`src/rtl/alu_operand_sequencer.sv`:
```
// Operand entry front-end for the 4-op ALU: debounces the confirm button, sequences
// A / B / opcode entry from a shared switch bus, then captures the ALU result and status.
module alu_operand_sequencer #(
  parameter int N               = 4,
  parameter int DEBOUNCE_CYCLES = 4
) (
  input  logic         i_clk,
  input  logic         i_reset,
  input  logic [N-1:0] i_data,
  input  logic         i_enter,
  input  logic         i_clear,
  input  logic [N-1:0] i_result,
  input  logic [3:0]   i_status,
  output logic [N-1:0] o_a,
  output logic [N-1:0] o_b,
  output logic [1:0]   o_opcode,
  output logic [N-1:0] o_result,
  output logic [3:0]   o_status,
  output logic [2:0]   o_state,
  output logic [N-1:0] o_display,
  output logic         o_done
);

  // state  | meaning
  // S_A    | waiting for operand A
  // S_B    | waiting for operand B
  // S_OP   | waiting for opcode
  // S_EXEC | operands stable, capture ALU result
  // S_SHOW | result on display until next press
  typedef enum logic [2:0] {
    S_A    = 3'd0,
    S_B    = 3'd1,
    S_OP   = 3'd2,
    S_EXEC = 3'd3,
    S_SHOW = 3'd4
  } state_t;

  localparam int            CW       = $clog2(DEBOUNCE_CYCLES + 1);
  localparam logic [CW-1:0] CNT_LAST = CW'(DEBOUNCE_CYCLES - 1);

  logic          sync1_q, sync2_q;
  logic          deb_q, deb_d, deb_dly_q;
  logic          pulse_q;
  logic          armed_q, armed_d;
  logic [CW-1:0] cnt_q, cnt_d;
  logic [CW-1:0] rel_cnt_q, rel_cnt_d;

  state_t        state_q;
  logic [N-1:0]  a_q, b_q, result_q;
  logic [1:0]    opcode_q;
  logic [3:0]    status_q;

  always_comb begin
    cnt_d = '0;
    deb_d = deb_q;
    if (sync2_q != deb_q) begin
      if (cnt_q == CNT_LAST) deb_d = sync2_q;
      else                   cnt_d = cnt_q + CW'(1);
    end
  end

  // After reset the button must be seen released for a full debounce window
  // before any press is honoured, so a press held through reset never fires.
  always_comb begin
    armed_d   = armed_q;
    rel_cnt_d = '0;
    if (!armed_q && !sync2_q && !deb_q) begin
      if (rel_cnt_q == CNT_LAST) armed_d   = 1'b1;
      else                       rel_cnt_d = rel_cnt_q + CW'(1);
    end
  end

  always_ff @(posedge i_clk) begin
    if (i_reset) begin
      sync1_q   <= 1'b0;
      sync2_q   <= 1'b0;
      cnt_q     <= '0;
      deb_q     <= 1'b0;
      deb_dly_q <= 1'b0;
      pulse_q   <= 1'b0;
      armed_q   <= 1'b0;
      rel_cnt_q <= '0;
    end else begin
      sync1_q   <= i_enter;
      sync2_q   <= sync1_q;
      cnt_q     <= cnt_d;
      deb_q     <= deb_d;
      deb_dly_q <= deb_q;
      pulse_q   <= armed_q & deb_q & ~deb_dly_q;
      armed_q   <= armed_d;
      rel_cnt_q <= rel_cnt_d;
    end
  end

  always_ff @(posedge i_clk) begin
    if (i_reset || i_clear) begin
      state_q  <= S_A;
      a_q      <= '0;
      b_q      <= '0;
      opcode_q <= '0;
      result_q <= '0;
      status_q <= '0;
    end else begin
      case (state_q)
        S_A: if (pulse_q) begin
          a_q     <= i_data;
          state_q <= S_B;
        end
        S_B: if (pulse_q) begin
          b_q     <= i_data;
          state_q <= S_OP;
        end
        S_OP: if (pulse_q) begin
          opcode_q <= i_data[1:0];
          state_q  <= S_EXEC;
        end
        S_EXEC: begin
          result_q <= i_result;
          status_q <= i_status;
          state_q  <= S_SHOW;
        end
        S_SHOW: if (pulse_q) state_q <= S_A;
        default: state_q <= S_A;
      endcase
    end
  end

  always_comb begin
    case (state_q)
      S_A, S_B: o_display = i_data;
      S_OP:     o_display = N'(i_data[1:0]);
      default:  o_display = result_q;
    endcase
  end

  assign o_a      = a_q;
  assign o_b      = b_q;
  assign o_opcode = opcode_q;
  assign o_result = result_q;
  assign o_status = status_q;
  assign o_state  = state_q;
  assign o_done   = (state_q == S_SHOW);

endmodule

```
`config.mk`:
```
export PLATFORM = sky130hd
export DESIGN_NAME = alu_operand_sequencer
export DESIGN_NICKNAME = d
export VERILOG_FILES = /design/src/rtl/alu_operand_sequencer.sv
export SDC_FILE = /design/constraint.sdc
export NUM_CORES = 1
export LEC_CHECK = 0
export ABC_CLOCK_PERIOD_IN_PS = 2400
export CAP_MARGIN = 20
export CORE_MARGIN = 2
export CORE_UTILIZATION = 51
export CTS_CLUSTER_SIZE = 10
export DETAILED_ROUTE_END_ITERATION = 16
export PLACE_DENSITY = 0.84
export SLEW_MARGIN = 30
export SYNTH_ARGS = -nofsm -noshare
export SYNTH_HDL_FRONTEND = slang
export SYNTH_SLANG_ARGS = --single-unit
```
`constraint.sdc`:
```
create_clock -name i_clk -period 2.4 [get_ports i_clk]
set_input_delay 0.48 -clock i_clk [delete_from_list [all_inputs] [get_ports i_clk]]
set_output_delay 0.48 -clock i_clk [all_outputs]
set_load 0.03 [all_outputs]
```
Word level (Yosys, flattened, before mapping)
Index checks and enable logic that the tools add are counted. W data, S select, Z words.

Output and inout port bits: 26. Input port bits: 16. Bits in registers: 33. Word-level logic and storage cells: 54.

Reductions and logical operators: 16. Add/subtract/negate cells: 2. Bitwise logic cells: 5. Muxes and demuxes: 6. Eq/ne operators: 11.

Operators with widths (number): $pmux W3 S5 (1); $eq A3 B2 Y1 const B (4); $mux W3 (4); $reduce_and A2 Y1 (5); $pmux W4 S2 (1); $add A3 B1 Y3 const B (2); $ne A2 B2 Y1 const B (3); $reduce_or A3 Y1 (2); $reduce_and A4 Y1 (1); $eq A3 B1 Y1 const B (1); $eq A3 B3 Y1 const B (1); $logic_not A1 Y1 (3); $logic_not A3 Y1 (1); $not A1 Y1 (3); $and A1 B1 Y1 (2); $logic_and A1 B1 Y1 (2); $ne A2 B1 Y1 const B (1); $reduce_or A2 Y1 (1); $logic_or A1 B1 Y1 (1); $ne A1 B1 Y1 (1).

Depth between registers and ports, before layout
Gate-level depths: netlist (run 1).

Word-level depth: 5. Depth in mapped cells: 4. Depth with buffers taken out: 4.

Least setup slack after synthesis (run 1)
No wires, ideal clock.

Path kind: reg-to-output. Start: register state_q[2], in the netlist o_state[2]. End: output port o_done. Data required time: 1.920 ns. Stages on the path, launching flop included: 3. Path buffers: 1. Slack: 0.489 ns. Arrival time: 1.431 ns. Cell sequence: dfxtp_1 -> buf_6 -> nor3b_1.

Longest elaborated chain between the ends: 1.

Ends and longest elaborated chain: from (decl) (line 48) `state_t state_q;`; from (signal assigned) (line 97) `state_q <= S_A;`; from (signal assigned) (line 107) `state_q <= S_B;`; from (signal assigned) (line 111) `state_q <= S_OP;`; $eq A3 B3 Y1 (line 142) `assign o_done = (state_q == S_SHOW);`; to (decl) (line 21) `output logic o_done`.

Every way passes these cells.

Worst setup path after layout (run 1)
Start: register state_q[0], in the netlist o_state[0]. End: output port o_display[0].

Longest elaborated chain between the ends: 3. Elaborated cells on any way between the ends: 5. Classes of those cells: 2 x eq/ne; 1 x mux; 2 x reduce/logical.

Ends and longest elaborated chain: $eq A3 B1 Y1 or $logic_not A3 Y1 (tied branches) (line 129) `case (state_q)`; $reduce_or A2 Y1 (line 129); $pmux W4 S2 (*) (line 129); to (decl) (line 20) `output logic [N-1:0] o_display,`.

Every way passes the cells marked *; elsewhere a longest branch is shown, timed or not.

==> results of run 1 <==
==> per-stage QoR <==
stage	std cells	utilization (%)	total power, uW	area [sq um]
after floorplan	136	-	621	1570
after global routing	212	68.8	994	2050
after detailed placement	204	66.8	667	1990
after global placement	204	66.8	660	1990
final	212	68.8	956	2050
after CTS	212	68.6	960	2040
==> cells by family after synthesis <==
kind of cell	synth area share, %
mux	16.1
xor+xnor	0.559
compound gates	3.83
fa+ha+maj	3.20
buf+inv	5.51
simple gates	28.6
flops	42.2
==> path summary, 6_finish.rpt <==
check                                start           end  slack (ns)  cells past startpoint
worst min-delay path             deb_dly_q       pulse_q        0.39                      1
worst max register to register  o_state[2]   o_status[1]        0.83                      3
worst min register to register   deb_dly_q       pulse_q        0.39                      1
worst max-delay path            o_state[0]  o_display[0]        0.06                      3
==> state kept, by name, summed over array words and instances, names as in the netlist, 2 cells and up <==
name / cells
o_status: 4
o_b: 4
o_state: 3
o_result: 4
rel_cnt_q: 3
o_opcode: 2
cnt_q: 3
o_a: 4
==> critical path, stage by stage, from the launching register on <==
cell	delay [ns]
sky130_fd_sc_hd__dfxtp_1	0.35
sky130_fd_sc_hd__a21o_1	0.22
sky130_fd_sc_hd__mux2_2	0.36
sky130_fd_sc_hd__clkdlybuf4s50_1	0.59
==> final cells by class <==
type | count | share of cell area, %
Multi-Input combinational cell | 88 | 40.0
Sequential cell | 33 | 32.3
Tap cell | 33 | 2.02
Timing Repair Buffer | 47 | 22.5
Clock buffer | 5 | 1.83
Clock inverter | 3 | 0.855
Inverter | 3 | 0.550
==> layer usage <==
layer | vias up | track usage (%) | wire (um)
li1 | 575 | - | -
met1 | 565 | 28.3 | 1540
met2 | 32 | 37.8 | 1760
met3 | 12 | 5.02 | 143
met4 | 0 | 9.74 | 70
met5 | - | 0 | 0
==> cell usage after synthesis, drive strengths merged <==
cell type	number	area share, %
a211oi	2	1.3
a21o	1	0.48
a21oi	1	0.32
a22o	2	1.1
and3b	1	0.56
and4bb	1	0.80
buf	5	3.0
clkbuf	7	1.8
dfxtp	33	42
ha	4	3.2
inv	3	0.72
mux2	10	9.1
mux2i	11	7.0
nand2b	2	0.80
nand3b	1	0.48
nand4bb	1	0.72
nor2	2	0.48
nor2b	3	1.2
nor3	2	0.64
nor3b	19	9.4
nor4	2	0.80
nor4b	3	2.6
o21ba	1	0.64
or2	1	0.40
or3b	16	8.9
or4	1	0.72
xnor2	1	0.56
==> power breakdown <==
| part | leakage, uW | internal (uW) | switching [uW] | total (uW) |
|---|---|---|---|---|
| Combinational | 0.000456 | 50.1 | 42.2 | 92.3 |
| Sequential | 0.000267 | 556 | 4.31 | 560 |
| Clock | 0.0000310 | 110 | 193 | 303 |
| Total | 0.000754 | 716 | 239 | 956 |
==> impl_metrics.env, run 1 <==
export IMPL_detail_route_iter0_violations=20
export IMPL_avgSynthCellArea_sq_um=11.5
export IMPL_cts_htree_levels=2
export IMPL_required_time_at_the_endpoint_of_the_critical_path_ns=1.92
export IMPL_cts_inserted_buffers=5
export IMPL_chip_width_um=59.4
export IMPL_yosys_register_bits=33
export IMPL_gp_routability_congestion=0.755
export IMPL_critPathKind="flip-flop to primary output"
export IMPL_worst_slew_pin_slew_ns=0.611
export IMPL_post_cts_buffers=0
export IMPL_die_area_sq_um=3530
export IMPL_drt_drc_violations_left=0
export IMPL_setup_total_negative_slack_ns=0
export IMPL_cts_buffer_depth=2
export IMPL_detail_route_first_pass_iterations=4
export IMPL_hold_slack_ns=0.393
export IMPL_yosys_warnings=0
export IMPL_final_max_slew_viol_count=0
export IMPL_layout_cells_most_common_list="sky130_fd_sc_hd__clkdlybuf4s50_1 (39), sky130_fd_sc_hd__dfxtp_1 (33), sky130_fd_sc_hd__nor3b_1 (18), sky130_fd_sc_hd__or3b_1 (15), sky130_fd_sc_hd__mux2i_1 (11)"
export IMPL_timing_max_cap_violations=0
export IMPL_detailed_place_hpwl_um=2560
export IMPL_critPathMaxFanout=4
export IMPL_drt_total_wl_um=3510
export IMPL_worst_setup_path_end_kind="primary output"
export IMPL_startpoint_type="flip-flop"
export IMPL_grt_usage_pct=22.8
export IMPL_post_route_cells_drive_above_1_share_pct=17.9
export IMPL_route_detailed_wl_per_inst_um=16.5
export IMPL_avgViaCountPerCell=5.58
export IMPL_dpl_worst_slack_ns=0.114
export IMPL_synth_yosys_seq_area_share_pct=42.2
export IMPL_vias=1184
export IMPL_final_period_minus_worst_setup_slack_ns=2.34
export IMPL_final_net_count=198
export IMPL_final_min_period_over_clock_period_pct=97.4
export IMPL_multi_input_area_sq_um=820
export IMPL_remaining_antenna_violation_count=0
export IMPL_finalSetupViolations=0
export IMPL_remaining_global_route_overflow=0
export IMPL_num_rows=20
export IMPL_cts_tree="yes"
export IMPL_run_status="complete, no violations"
export IMPL_maximum_number_of_pins_on_one_net_before_global_route_repair=32
export IMPL_cts_repair_resize_count=0
export IMPL_relSlewSlack_pct=59.2
export IMPL_io_pins=42
export IMPL_skew_pair_late_insertion_delay_ns=0.34
export IMPL_register_area_sq_um=661
export IMPL_synthCells=136
export IMPL_nFillCells=243
export IMPL_antenna_found_initial=0
export IMPL_portBuffers=41
export IMPL_max_freq_mhz=428
export IMPL_cts_root_buf="sky130_fd_sc_hd__clkbuf_4"
export IMPL_first_pass_grt_wire_length_um=5790
export IMPL_postCtsHoldBufs=0
export IMPL_syn_num_nets=156
export IMPL_synth_lib_cells_used_distinct=35
export IMPL_number_of_global_route_vias_before_repair=1173
export IMPL_post_route_worst_setup_slack_ns=0.0624
export IMPL_core_area_sq_um=2980
export IMPL_timing_hold_violations_final=0
export IMPL_rsz_0062_raised_after_global_routing="false"
export IMPL_fp_dieH_um=59.4
export IMPL_fin_worst_skew_ns=0.00931
export IMPL_flow_area_growth_from_synthesis_pct=30.8
export IMPL_data_arrival_time_of_the_critical_path_ns=1.86
export IMPL_cts_reportedPaths_clkPinSlew_ns=0.11
export IMPL_start_util_pct=52.6
export IMPL_final_common_cell="sky130_fd_sc_hd__clkdlybuf4s50_1"
export IMPL_power_density_nw_per_um2=467
export IMPL_total_leakage_power_uw=0.000754
export IMPL_irDropWorstVdd_mv=0.304
export IMPL_cts_sinks=33
export IMPL_min_delay_path_class="flip-flop to flip-flop"
export IMPL_antenna_cells_inserted=0
export IMPL_syn_area_sq_um=1570
Note: power is estimated with default switching activity, not from simulation.
==> run 2: changes to the inputs <==
==> config.mk (replaced) <==
export PLATFORM = sky130hd
export DESIGN_NAME = alu_operand_sequencer
export DESIGN_NICKNAME = d
export VERILOG_FILES = /design/src/rtl/alu_operand_sequencer.sv
export SDC_FILE = /design/constraint.sdc
export NUM_CORES = 1
export LEC_CHECK = 0
export ABC_CLOCK_PERIOD_IN_PS = 2000
export CAP_MARGIN = 20
export CORE_MARGIN = 2
export CORE_UTILIZATION = 43
export CTS_CLUSTER_SIZE = 10
export DETAILED_ROUTE_END_ITERATION = 16
export PLACE_DENSITY = 0.75
export SLEW_MARGIN = 40
export SYNTH_ARGS = -nofsm -noshare
export SYNTH_HDL_FRONTEND = slang
export SYNTH_SLANG_ARGS = --single-unit
==> constraint.sdc (replaced) <==
create_clock -name i_clk -period 2 [get_ports i_clk]
set_input_delay 0.4 -clock i_clk [delete_from_list [all_inputs] [get_ports i_clk]]
set_output_delay 0.4 -clock i_clk [all_outputs]
set_load 0.03 [all_outputs]
==> impl_metrics.env, run 2 (synthesized netlist as in run 1, its figures left out) <==
export IMPL_rsz_0062_raised_after_global_routing="false"
export IMPL_critPathLaunch="o_state[0]"
export IMPL_net_switching_power_uw=279
export IMPL_postLayoutCellArea_sq_um=2120
export IMPL_remaining_global_route_overflow=0
export IMPL_data_arrival_time_of_the_critical_path_ns=1.53
export IMPL_timing_hold_violations_final=0
export IMPL_drt_total_wl_um=3290
export IMPL_min_delay_path_class="flip-flop to flip-flop"
export IMPL_vias=1144
export IMPL_relSlewSlack_pct=60.3
export IMPL_drt_drc_violations_left=0
export IMPL_final_min_period_over_clock_period_pct=96.5
export IMPL_reg2reg_from="o_state[2]"
export IMPL_detailed_place_hpwl_um=2420
export IMPL_post_route_worst_setup_slack_ns=0.0696
export IMPL_fp_dieH_um=64.4
export IMPL_worst_setup_path_end_kind="primary output"
export IMPL_cts_root_buf="sky130_fd_sc_hd__clkbuf_4"
export IMPL_critPathMaxFanout=11
export IMPL_timing_max_cap_violations=0
export IMPL_finalSetupViolations=0
export IMPL_power_density_nw_per_um2=618
export IMPL_sw_share_pct=21.3
export IMPL_detail_route_iter0_violations=67
export IMPL_cell_internal_pwr_uw=1030
export IMPL_maximum_number_of_pins_on_one_net_before_global_route_repair=41
export IMPL_startpoint_type="flip-flop"
export IMPL_post_route_cells_drive_above_1_share_pct=20.7
export IMPL_combinational_share_of_power_pct=8.8
export IMPL_hold_slack_ns=0.415
export IMPL_detail_route_first_pass_iterations=4
export IMPL_avgViaCountPerCell=5.08
export IMPL_layout_cells_most_common_list="sky130_fd_sc_hd__clkdlybuf4s50_1 (36), sky130_fd_sc_hd__dfxtp_1 (31), sky130_fd_sc_hd__nor3b_1 (18), sky130_fd_sc_hd__or3b_1 (15), sky130_fd_sc_hd__mux2i_1 (11)"
export IMPL_chip_width_um=64.4
export IMPL_antenna_found_initial=0
export IMPL_power_share_sequential_pct=51.3
export IMPL_cts_htree_levels=2
export IMPL_final_net_count=198
export IMPL_cts_tree="yes"
export IMPL_dpl_cell_area_sq_um=2010
export IMPL_skew_pair_late_insertion_delay_ns=0.33
export IMPL_num_rows=21
export IMPL_number_of_global_route_vias_before_repair=1140
export IMPL_worst_r2r_setup_slack_ns=0.48
export IMPL_total_leakage_power_uw=0.000772
export IMPL_final_period_minus_worst_setup_slack_ns=1.93
export IMPL_grt_usage_pct=17.2
export IMPL_die_area_sq_um=4140
export IMPL_cts_reportedPaths_clkPinSlew_ns=0.10
export IMPL_required_time_at_the_endpoint_of_the_critical_path_ns=1.60
export IMPL_cts_sinks=33
export IMPL_final_max_slew_viol_count=0
export IMPL_antenna_cells_inserted=0
export IMPL_max_freq_mhz=518
export IMPL_flow_area_growth_from_synthesis_pct=35.1
export IMPL_remaining_antenna_violation_count=0
export IMPL_portBuffers=41
export IMPL_run_status="complete, no violations"
export IMPL_gp_routability_congestion=0.746
export IMPL_final_common_cell="sky130_fd_sc_hd__clkdlybuf4s50_1"
export IMPL_start_util_pct=45.9
export IMPL_worst_min_path_start="deb_dly_q"
export IMPL_route_detailed_wl_per_inst_um=14.6
export IMPL_fin_worst_skew_ns=0.00717
export IMPL_io_pins=42
export IMPL_first_pass_grt_wire_length_um=5380
export IMPL_worst_slew_pin_slew_ns=0.596
export IMPL_irDropWorstVdd_mv=0.350
export IMPL_cts_buffer_depth=2
export IMPL_pwr_share_clk_pct=39.9
export IMPL_postCtsHoldBufs=0
export IMPL_dpl_worst_slack_ns=0.245
export IMPL_cts_inserted_buffers=5
export IMPL_setup_total_negative_slack_ns=0
export IMPL_critPathKind="flip-flop to primary output"
export IMPL_core_area_sq_um=3420
==> run 2: critical path, stage by stage (launching register included) <==
cell and delay [ns]:
sky130_fd_sc_hd__dfxtp_2 0.35, sky130_fd_sc_hd__buf_6 0.14, sky130_fd_sc_hd__a21o_1 0.18, sky130_fd_sc_hd__mux2_2 0.36, sky130_fd_sc_hd__buf_4 0.17
==> run 2: final timing paths <==
kind,endpoint,depth (start not counted)
setup reg to reg,o_status[1],3
hold / removal,pulse_q,1
setup / recovery,o_display[0],4
hold reg to reg,pulse_q,1
==> run 2: what timing repair did <==
action | 4_1_cts | 5_1_grt
buffers inserted | 1 | 0
endpoints found under the setup margin | 3 | 2
pin swaps | 1 | 1
gates resized for setup | 2 | 4
==> run 2: per-layer routing <==
layer  track usage [%]  vias to the layer above  part of all wire, %  wire [um]
met5                 0                        -                    0          0
met1              20.6                      533                   44       1460
met4              5.59                        0                  1.4         46
met2              29.0                       29                   50       1650
li1                  -                      578                    -          -
met3              5.63                        4                  4.1        136
==> run 2: stage by stage <==
| step | util (%) | cells | power [uW] |
|---|---|---|---|
| 2_1_floorplan | - | 136 | 746 |
| 3_3_place_gp | 58.9 | 216 | 797 |
| 3_5_place_dp | 58.9 | 216 | 803 |
| 4_1_cts | 61.7 | 225 | 1310 |
| 5_1_grt | 62.0 | 225 | 1360 |
| 6_report | 62.0 | 225 | 1310 |
==> run 2: area by class of cell <==
type | instances | area, sq um
clock buffer | 7 | 55.1
tap | 46 | 57.6
fill | 312 | 1300
clock inverter | 1 | 30.0
inverter | 3 | 11.3
multi-input combinational | 88 | 820
sequential | 33 | 663
timing repair buffer | 47 | 480
==> run 2: power by group through the flow <==
stage	combinational, uW	clock, uW	sequential (uW)
floorplan	59.8	0	686
global placement	111	0	686
detailed placement	116	0	687
CTS	116	527	672
global route	126	560	673
finish	115	522	672
